<file path="config.mk">
export PLATFORM = sky130hd
export DESIGN_NAME = cv32e40p_tmr_pmp_scrubber
export DESIGN_NICKNAME = d
export VERILOG_FILES = /design/src/rtl/cv32e40p_tmr_pmp_scrubber.sv
export SDC_FILE = /design/constraint.sdc
export NUM_CORES = 2
export LEC_CHECK = 0
export CAP_MARGIN = 20
export CORE_AREA = 4 4 629 631
export DETAILED_ROUTE_END_ITERATION = 6
export DIE_AREA = 0 0 633 635
export PLACE_DENSITY = 0.42
export SYNTH_ARGS = -nofsm -noshare
export SYNTH_HDL_FRONTEND = slang
export SYNTH_SLANG_ARGS = --single-unit
</file>
<file path="constraint.sdc">
create_clock -name clk -period 7.7 [get_ports clk]
set_input_delay 1.54 -clock clk [delete_from_list [all_inputs] [get_ports clk]]
set_output_delay 1.54 -clock clk [all_outputs]
set_load 0.01 [all_outputs]
</file>
<file path="src/rtl/cv32e40p_tmr_pmp_scrubber.sv">
// Triplicated PMP entry storage with CSR write fan-out and a background majority-vote scrubber.
// Optional fault-injection ports are enabled by defining CV32E40P_TMR_FAULT_INJ_EN.
module cv32e40p_tmr_pmp_scrubber #(
  parameter int WIDTH         = 32,
  parameter int N_PMP_ENTRIES = 16,
  parameter int CNT_W         = 16
) (
  input  logic                                      clk,
  input  logic                                      rst_n,
  input  logic                                      we_i,
  input  logic [$clog2(N_PMP_ENTRIES)-1:0]          waddr_i,
  input  logic [WIDTH-1:0]                          wdata_i,
  input  logic                                      scrub_en_i,
  input  logic                                      err_clr_i,
`ifdef CV32E40P_TMR_FAULT_INJ_EN
  input  logic                                      inj_en_i,
  input  logic [1:0]                                inj_rep_i,
  input  logic [$clog2(N_PMP_ENTRIES)-1:0]          inj_idx_i,
  input  logic [WIDTH-1:0]                          inj_mask_i,
`endif
  output logic [N_PMP_ENTRIES-1:0][WIDTH-1:0]       rep1_o,
  output logic [N_PMP_ENTRIES-1:0][WIDTH-1:0]       rep2_o,
  output logic [N_PMP_ENTRIES-1:0][WIDTH-1:0]       rep3_o,
  output logic                                      err_det_o,
  output logic [CNT_W-1:0]                          err_cnt_o,
  output logic                                      sweep_done_o,
  output logic [$clog2(N_PMP_ENTRIES)-1:0]          scrub_idx_o
);

  localparam int IDX_W = $clog2(N_PMP_ENTRIES);
  localparam logic [IDX_W-1:0] LAST_IDX = IDX_W'(N_PMP_ENTRIES - 1);
  localparam logic [CNT_W-1:0] CNT_MAX  = {CNT_W{1'b1}};

  typedef enum logic [1:0] {IDLE, SCAN, REPAIR} state_e;

  state_e                             state_q, state_d;
  logic [IDX_W-1:0]                   idx_q, idx_d;
  logic [WIDTH-1:0]                   fix_q, fix_d;
  logic [CNT_W-1:0]                   cnt_q, cnt_d;
  logic                               det_q, det_d;
  logic                               done_q, done_d;
  logic [N_PMP_ENTRIES-1:0][WIDTH-1:0] rep_q [3];
  logic [N_PMP_ENTRIES-1:0][WIDTH-1:0] rep_d [3];

  logic             inj_act;
  logic [1:0]       inj_rep;
  logic [IDX_W-1:0] inj_idx;
  logic [WIDTH-1:0] inj_mask;

`ifdef CV32E40P_TMR_FAULT_INJ_EN
  assign inj_act  = inj_en_i && (inj_rep_i != 2'd0);
  assign inj_rep  = inj_rep_i;
  assign inj_idx  = inj_idx_i;
  assign inj_mask = inj_mask_i;
`else
  assign inj_act  = 1'b0;
  assign inj_rep  = 2'd0;
  assign inj_idx  = '0;
  assign inj_mask = '0;
`endif

  logic [WIDTH-1:0] cur_a, cur_b, cur_c, maj;
  logic             mismatch;
  logic             fix_we;
  logic             cnt_inc;

  assign cur_a    = rep_q[0][idx_q];
  assign cur_b    = rep_q[1][idx_q];
  assign cur_c    = rep_q[2][idx_q];
  assign maj      = (cur_a & cur_b) | (cur_a & cur_c) | (cur_b & cur_c);
  assign mismatch = (cur_a != cur_b) || (cur_a != cur_c);

  always_comb begin
    state_d = state_q;
    idx_d   = idx_q;
    fix_d   = fix_q;
    det_d   = 1'b0;
    done_d  = 1'b0;
    fix_we  = 1'b0;
    cnt_inc = 1'b0;
    unique case (state_q)
      IDLE: begin
        if (scrub_en_i) state_d = SCAN;
      end
      SCAN: begin
        if (!scrub_en_i) begin
          state_d = IDLE;
        end else if (mismatch) begin
          fix_d   = maj;
          det_d   = 1'b1;
          state_d = REPAIR;
        end else begin
          idx_d  = idx_q + IDX_W'(1);
          done_d = (idx_q == LAST_IDX);
        end
      end
      REPAIR: begin
        // A CSR write landing on the same entry supersedes the voted value.
        if (!(we_i && (waddr_i == idx_q))) begin
          fix_we  = 1'b1;
          cnt_inc = 1'b1;
        end
        idx_d   = idx_q + IDX_W'(1);
        done_d  = (idx_q == LAST_IDX);
        state_d = scrub_en_i ? SCAN : IDLE;
      end
      default: state_d = IDLE;
    endcase
  end

  always_comb begin
    cnt_d = cnt_q;
    if (err_clr_i)                      cnt_d = '0;
    else if (cnt_inc && cnt_q != CNT_MAX) cnt_d = cnt_q + CNT_W'(1);
  end

  // Write priority on one entry: CSR write > scrub repair > fault injection.
  always_comb begin
    for (int r = 0; r < 3; r++) rep_d[r] = rep_q[r];
    for (int r = 0; r < 3; r++) begin
      if (inj_act && (inj_rep == 2'(r + 1))) rep_d[r][inj_idx] = rep_q[r][inj_idx] ^ inj_mask;
    end
    if (fix_we) begin
      for (int r = 0; r < 3; r++) rep_d[r][idx_q] = fix_q;
    end
    if (we_i) begin
      for (int r = 0; r < 3; r++) rep_d[r][waddr_i] = wdata_i;
    end
  end

  always_ff @(posedge clk or negedge rst_n) begin
    if (!rst_n) begin
      state_q <= IDLE;
      idx_q   <= '0;
      fix_q   <= '0;
      cnt_q   <= '0;
      det_q   <= 1'b0;
      done_q  <= 1'b0;
      for (int r = 0; r < 3; r++) rep_q[r] <= '0;
    end else begin
      state_q <= state_d;
      idx_q   <= idx_d;
      fix_q   <= fix_d;
      cnt_q   <= cnt_d;
      det_q   <= det_d;
      done_q  <= done_d;
      for (int r = 0; r < 3; r++) rep_q[r] <= rep_d[r];
    end
  end

  assign rep1_o       = rep_q[0];
  assign rep2_o       = rep_q[1];
  assign rep3_o       = rep_q[2];
  assign err_det_o    = det_q;
  assign err_cnt_o    = cnt_q;
  assign sweep_done_o = done_q;
  assign scrub_idx_o  = idx_q;

endmodule

</file>
* Word-level counts from Yosys, hierarchy flattened
Index checks and enable logic that the tools add are counted.
** Operators by class
- Add/subtract/negate cells :: 2
- Magnitude comparators :: 4
- Eq/ne operators :: 11
- Mux-type cells :: 36
- Bitwise logic cells :: 5
- Reduce and logical (&&, ||, !) cells :: 11
** Operator list (number)
- $bwmux W512 :: 6
- $mux W1536 :: 2
- $bmux W32 S4 :: 3
- $demux W32 S4 :: 2
- $mux W32 :: 5
- $and A32 B32 Y32 :: 3
- $ne A32 B32 Y1 :: 2
- $or A32 B32 Y32 :: 2
- $mux W16 :: 2
- $add A16 B1 Y16 const B :: 1
- $ne A16 B16 Y1 const B :: 1
- $lt A4 B5 Y1 const B :: 2
- $ge A4 B1 Y1 const B :: 2
- $mux W1 :: 8
- $mux W4 :: 2
- $pmux W4 S2 :: 1
- $mux W2 :: 3
- $ne A2 B2 Y1 const B :: 3
- $pmux W2 S3 :: 1
- $reduce_and A3 Y1 :: 2
- $add A4 B1 Y4 const B :: 1
- $eq A4 B4 Y1 :: 1
- $eq A4 B4 Y1 const B :: 1
- $logic_and A1 B1 Y1 :: 4
- other kinds (8) :: 9
** Word-level totals
- Flip-flop bits (word level) :: 1592
- Word-level logic and storage cells :: 123

* Logic depth before layout (Yosys ltp)
- Depth in word-level cells :: 8
- Mapped depth :: 15
- Mapped depth without buffers :: 9

* Worst setup path before layout
OpenSTA, ideal clock, no wires.
- Kind :: register to register
- From :: reg idx_q[0], in the netlist scrub_idx_o[0]
- To :: reg fix_q[10]
- Arrival :: 3.982 ns
- Data required time :: 7.568 ns
- Slack :: 3.587 ns
- Stages on the path, launching flop included :: 14
- Clock period less this slack :: 4.113 ns
- Cell sequence :: dfrtp_1 > buf_2 > buf_2 > buf_2 > mux4_2 > mux4_2 > ha_1 > nor4_1 > nand4_1 > nor4_1 > clkbuf_1 > nor2_1 > clkbuf_1 > a2bb2oi_1
** On the way
- Longest elaborated chain between the ends :: 5
- Elaborated cells on any way between the ends :: 15
- Classes of those cells :: eq/ne (2); mux (6); bitwise (5); reduce/logical (2)
** Ends and longest elaborated chain
- start, declared :: RTL line 37 : logic [IDX_W-1:0] idx_q, idx_d;
- start signal, assigned :: RTL line 142 : idx_q <= idx_d;
- $bmux W32 S4, on equally long branches :: RTL line 67, 68, 69
- $mux W32, on equally long branches :: RTL line 67, 68, 69
- $ne A32 B32 Y1 / $and A32 B32 Y32 (equally long branches) :: RTL line 71, 70
- $logic_or A1 B1 Y1 / $or A32 B32 Y32 (equally long branches) :: RTL line 71, 70
- $reduce_and A3 Y1 (no source line) / $or A32 B32 Y32 (equally long branches)
- end signal, assigned :: RTL line 143 : fix_q <= fix_d;
- end, declared :: RTL line 38 : logic [WIDTH-1:0] fix_q, fix_d;
Several ways; a longest one is shown, not always the timed one. The select of a mux whose other input is x is not followed.
A chain may end at the register's enable or synchronous reset.

* Worst setup path after layout
- From :: reg idx_q[0], in the netlist scrub_idx_o[0]
- To :: reg idx_q[3], in the netlist scrub_idx_o[3]
** On the way
- Longest elaborated chain between the ends :: 6
- Elaborated cells on any way between the ends :: 15
- Classes of those cells :: add/sub (1); eq/ne (3); mux (9); reduce/logical (2)
** Ends and longest elaborated chain
- $bmux W32 S4, on equally long branches :: RTL line 67, 68, 69
- $mux W32, on equally long branches :: RTL line 67, 68, 69
- $ne A32 B32 Y1 :: RTL line 71 : assign mismatch = (cur_a != cur_b) || (cur_a != cur_c);
- $logic_or A1 B1 Y1 :: RTL line 71
- $ne A2 B2 Y1 (no source line)
- $reduce_and A3 Y1 (no source line)
Several ways; a longest one is shown, not always the timed one. The select of a mux whose other input is x is not followed.

==> key figures <==
Critical path
  • CP endpoint kind: flip-flop
  • CP arrival: roughly 7.1 ns
  • Setup crit start kind: flip-flop
  • Req. time, crit path: 8.48 ns
  • Reg2Reg Setup Slack: ~1.4 ns
  • Worst setup path category: reg2reg
  • Crit path max fanout: 29

STA
  • Minimum clock period: roughly 6.3 ns
  • Pin slew with the least headroom to its limit: between 1 and 1.5 ns
  • Slew headroom: approximately 17%
  • Final setup fails: 0
  • Maximum clock rate: about 160 MHz
  • Period utilization: 81.94%
  • Setup repair after global routing missed its margin: no
  • Max Slew Vio Count: 0
  • Worst clock skew: approximately 0.077 ns
  • Setup TNS Final: 0 ns
  • Final Hold Fails: 0

Finish
  • Design area: ~100000 sq um
  • Share of layout cells above drive strength 1: between 10% and 20%
  • Fin util: a little over a quarter
  • Layout Area Growth over Synthesis: 39.76%
  • Commonest non-fill, non-tap cell in the layout: a21oi_1
  • Final net count: around 8800
  • Most frequent cells in the layout: a21oi_1 (2061), nand2_1 (1653), dfrtp_1 (1587)

Synthesis
  • Largest cells by area after synthesis: dfrtp_1 (54%), a21oi_1 (14%), mux4_2 (13%)
  • Synthesized net count: between 7000 and 8000
  • Most used DFF post-synth: dfrtp_1
  • Mapped cell area: approximately 74000 sq um
  • Area leader, netlist: dfrtp_1
  • Synth warnings: 0
  • Yosys reg bits: ~1600
  • Gate Count Post-Synth: between 7000 and 8000
  • Post-synthesis average cell area: about 10 sq um
  • Synth top area share: a little over half
  • FFs w/ async S/R, synth: 100.0%
  • Count of different cell masters after synthesis: 44
  • Register area share after synthesis: between 50% and 60%
  • Post-synth EDFFs: 0

Power
  • Clock share of power: approximately a fifth
  • Seq pwr share: 33.0%
  • Sw Pwr: 0.02326 W
  • Power Dens Cells: 493.7 nW/um^2
  • Maximum VDD drop: around 0.21 mV
  • Gate power share: a little under half
  • Sw frac: 45.71%
  • Cell Int Power: 0.02763 W
  • LEAKAGE: approximately 44 nW

Clock network
  • Clk Latency, worst-skew pair: a little over 0.9 ns
  • Sink Count: about 1600
  • Clock-pin transition on the worst setup and hold timing paths: roughly 0.060 ns
  • # resized after CTS: 0
  • CTS tree: built
  • H-tree lvl count: 4
  • CTS Buffer Depth: 4
  • Setup bufs post-CTS: 0
  • Cts bufs inserted: roughly 200
  • Hold bufs inserted after CTS: 0
  • Clk root buf: clkbuf_16

Floorplan
  • Number of core rows: ~230
  • Die Ht: 635 um
  • Core area: between 300000 and 400000 sq um
  • Initial core utilization: 18.96%
  • DIE WIDTH: around 630 um
  • Die Area: between 400000 and 500000 sq um
  • IO Pins: ~1600

GRT
  • Antenna violations before repair: between 60 and 70
  • Largest net degree at the start of global routing: 133
  • First-pass GRT wire length: between 700 and 800 mm
  • Total grt overflow: 0
  • Vias in the first global route: between 60000 and 70000
  • GRT Util Overall: between 20% and 30%

Run status
  • Run status: finished with violations
  • Violated checks: antenna violations

Placed design
  • Area after DPL: between 90000 and 100000 sq um
  • Placer congestion estimate: about 0.97
  • DP HPWL: approximately 430 mm
  • Number of port buffers: 1598

Drt
  • Avg WL per Cell: between 30 and 40 um
  • Total wire length: ~550 mm
  • Post-DRT Antenna Nets: 1
  • # DRC: 0
  • 1st-iter DRT viols: 9613
  • Drt first pass iters: 7
  • Drt via density: 5.130
  • Via count: a little over 70000

Job
  • Max_cap viols: 0

Hold path
  • Hold Crit Class: in2async
-- cell usage after synthesis, types with 10 or more instances --
cell type,number
a21oi_1,2065
nand2_1,1666
dfrtp_1,1592
nor2_1,537
mux4_2,416
clkbuf_1,382
buf_2,129
a22oi_1,128
buf_1,80
ha_1,73
nor4_1,53
a2bb2oi_1,32
nor2b_1,14
inv_1,11
nand3_1,10
nand4_1,10
-- per-layer routing --
layer  track usage, %  routed length (um)
met1            34.69              227100
met2            38.68              233700
met3            9.267               60930
met4            12.54               32720
met5                0                 126
-- critical path: stages, from the launching register on --
cell and delay, ns:
dfrtp_4 0.84, buf_4 0.62, mux4_2 0.66, a22oi_1 0.61, nand2_1 0.17, ha_1 0.34
nor4_1 0.87, buf_4 0.23, nand4_1 0.22, nor4_2 0.60, buf_4 0.39, nor2b_1 0.33
o211ai_1 0.17
-- kinds of logic (layout without fill, tap and decap cells) --
group,count (synthesis),count (layout),synth area share (%)
AOI/OAI and AO/OA,2277,2277,16.40
xor gates and xnor gates,5,5,0.05937
adders and majority gates,73,73,1.238
buffers and inverters,603,2162,3.293
DFF,1592,1592,54.01
muxes,421,421,12.78
other,0,23,0
and+or+nand+nor,2322,2322,12.22
-- stage by stage --
stage | worst slack, ns | power [W] | std cells | hold slack, ns
floorplan | 3.587 | 0.02335 | 7293 | 0.5511
detailed placement | 1.428 | 0.04058 | 13690 | 0.5366
global route | 1.173 | 0.05248 | 14050 | 0.5463
CTS | 1.412 | 0.05083 | 14050 | 0.5285
global placement | 1.417 | 0.04042 | 13680 | 0.5314
finish | 1.391 | 0.05089 | 14070 | 0.5378
-- area by class of cell --
| class | count | area, sq um |
|---|---|---|
| Clock buffer | 299 | 5891 |
| Inverter | 11 | 41.29 |
| Fill cell | 40910 | 286000 |
| Clock inverter | 61 | 902.1 |
| Antenna cell | 23 | 57.56 |
| Multi-Input combinational cell | 5098 | 31980 |
| Timing Repair Buffer | 1791 | 17850 |
| Sequential cell | 1592 | 39850 |
| Tap cell | 5197 | 6502 |
-- path summary, 6_finish.rpt --
path / depth (start not counted) / from / end
hold / removal: 1 / rst_n / rep1_o[445]$_DFF_PN0_
min in group clk: 2 / rep2_o[172]$_DFF_PN0_ / rep2_o[172]$_DFF_PN0_
setup / recovery: 12 / scrub_idx_o[0]$_DFFE_PN0P_ / scrub_idx_o[3]$_DFFE_PN0P_
max in group asynchronous: 3 / rst_n / rep3_o[445]$_DFF_PN0_
setup reg to reg: 12 / scrub_idx_o[0]$_DFFE_PN0P_ / scrub_idx_o[3]$_DFFE_PN0P_
hold reg to reg: 2 / rep2_o[172]$_DFF_PN0_ / rep2_o[172]$_DFF_PN0_
-- registers in the layout, indices dropped and copies added, names as in the netlist --
name / count
err_cnt_o: 16
state_q: 2
sweep_done_o: 1
rep1_o: 512
scrub_idx_o: 4
err_det_o: 1
rep3_o: 512
fix_q: 32
rep2_o: 512
-- power by group through the flow --
stage	logic (W)	clock network [W]	registers [W]
after detailed placement	0.0238	0	0.0168
after global placement	0.0235	0	0.0169
final	0.0240	0.0101	0.0168
after global routing	0.0251	0.0105	0.0168
after floorplan	0.00877	0	0.0146
after CTS	0.0239	0.0102	0.0167
Note: power is estimated with default switching activity, not from simulation.
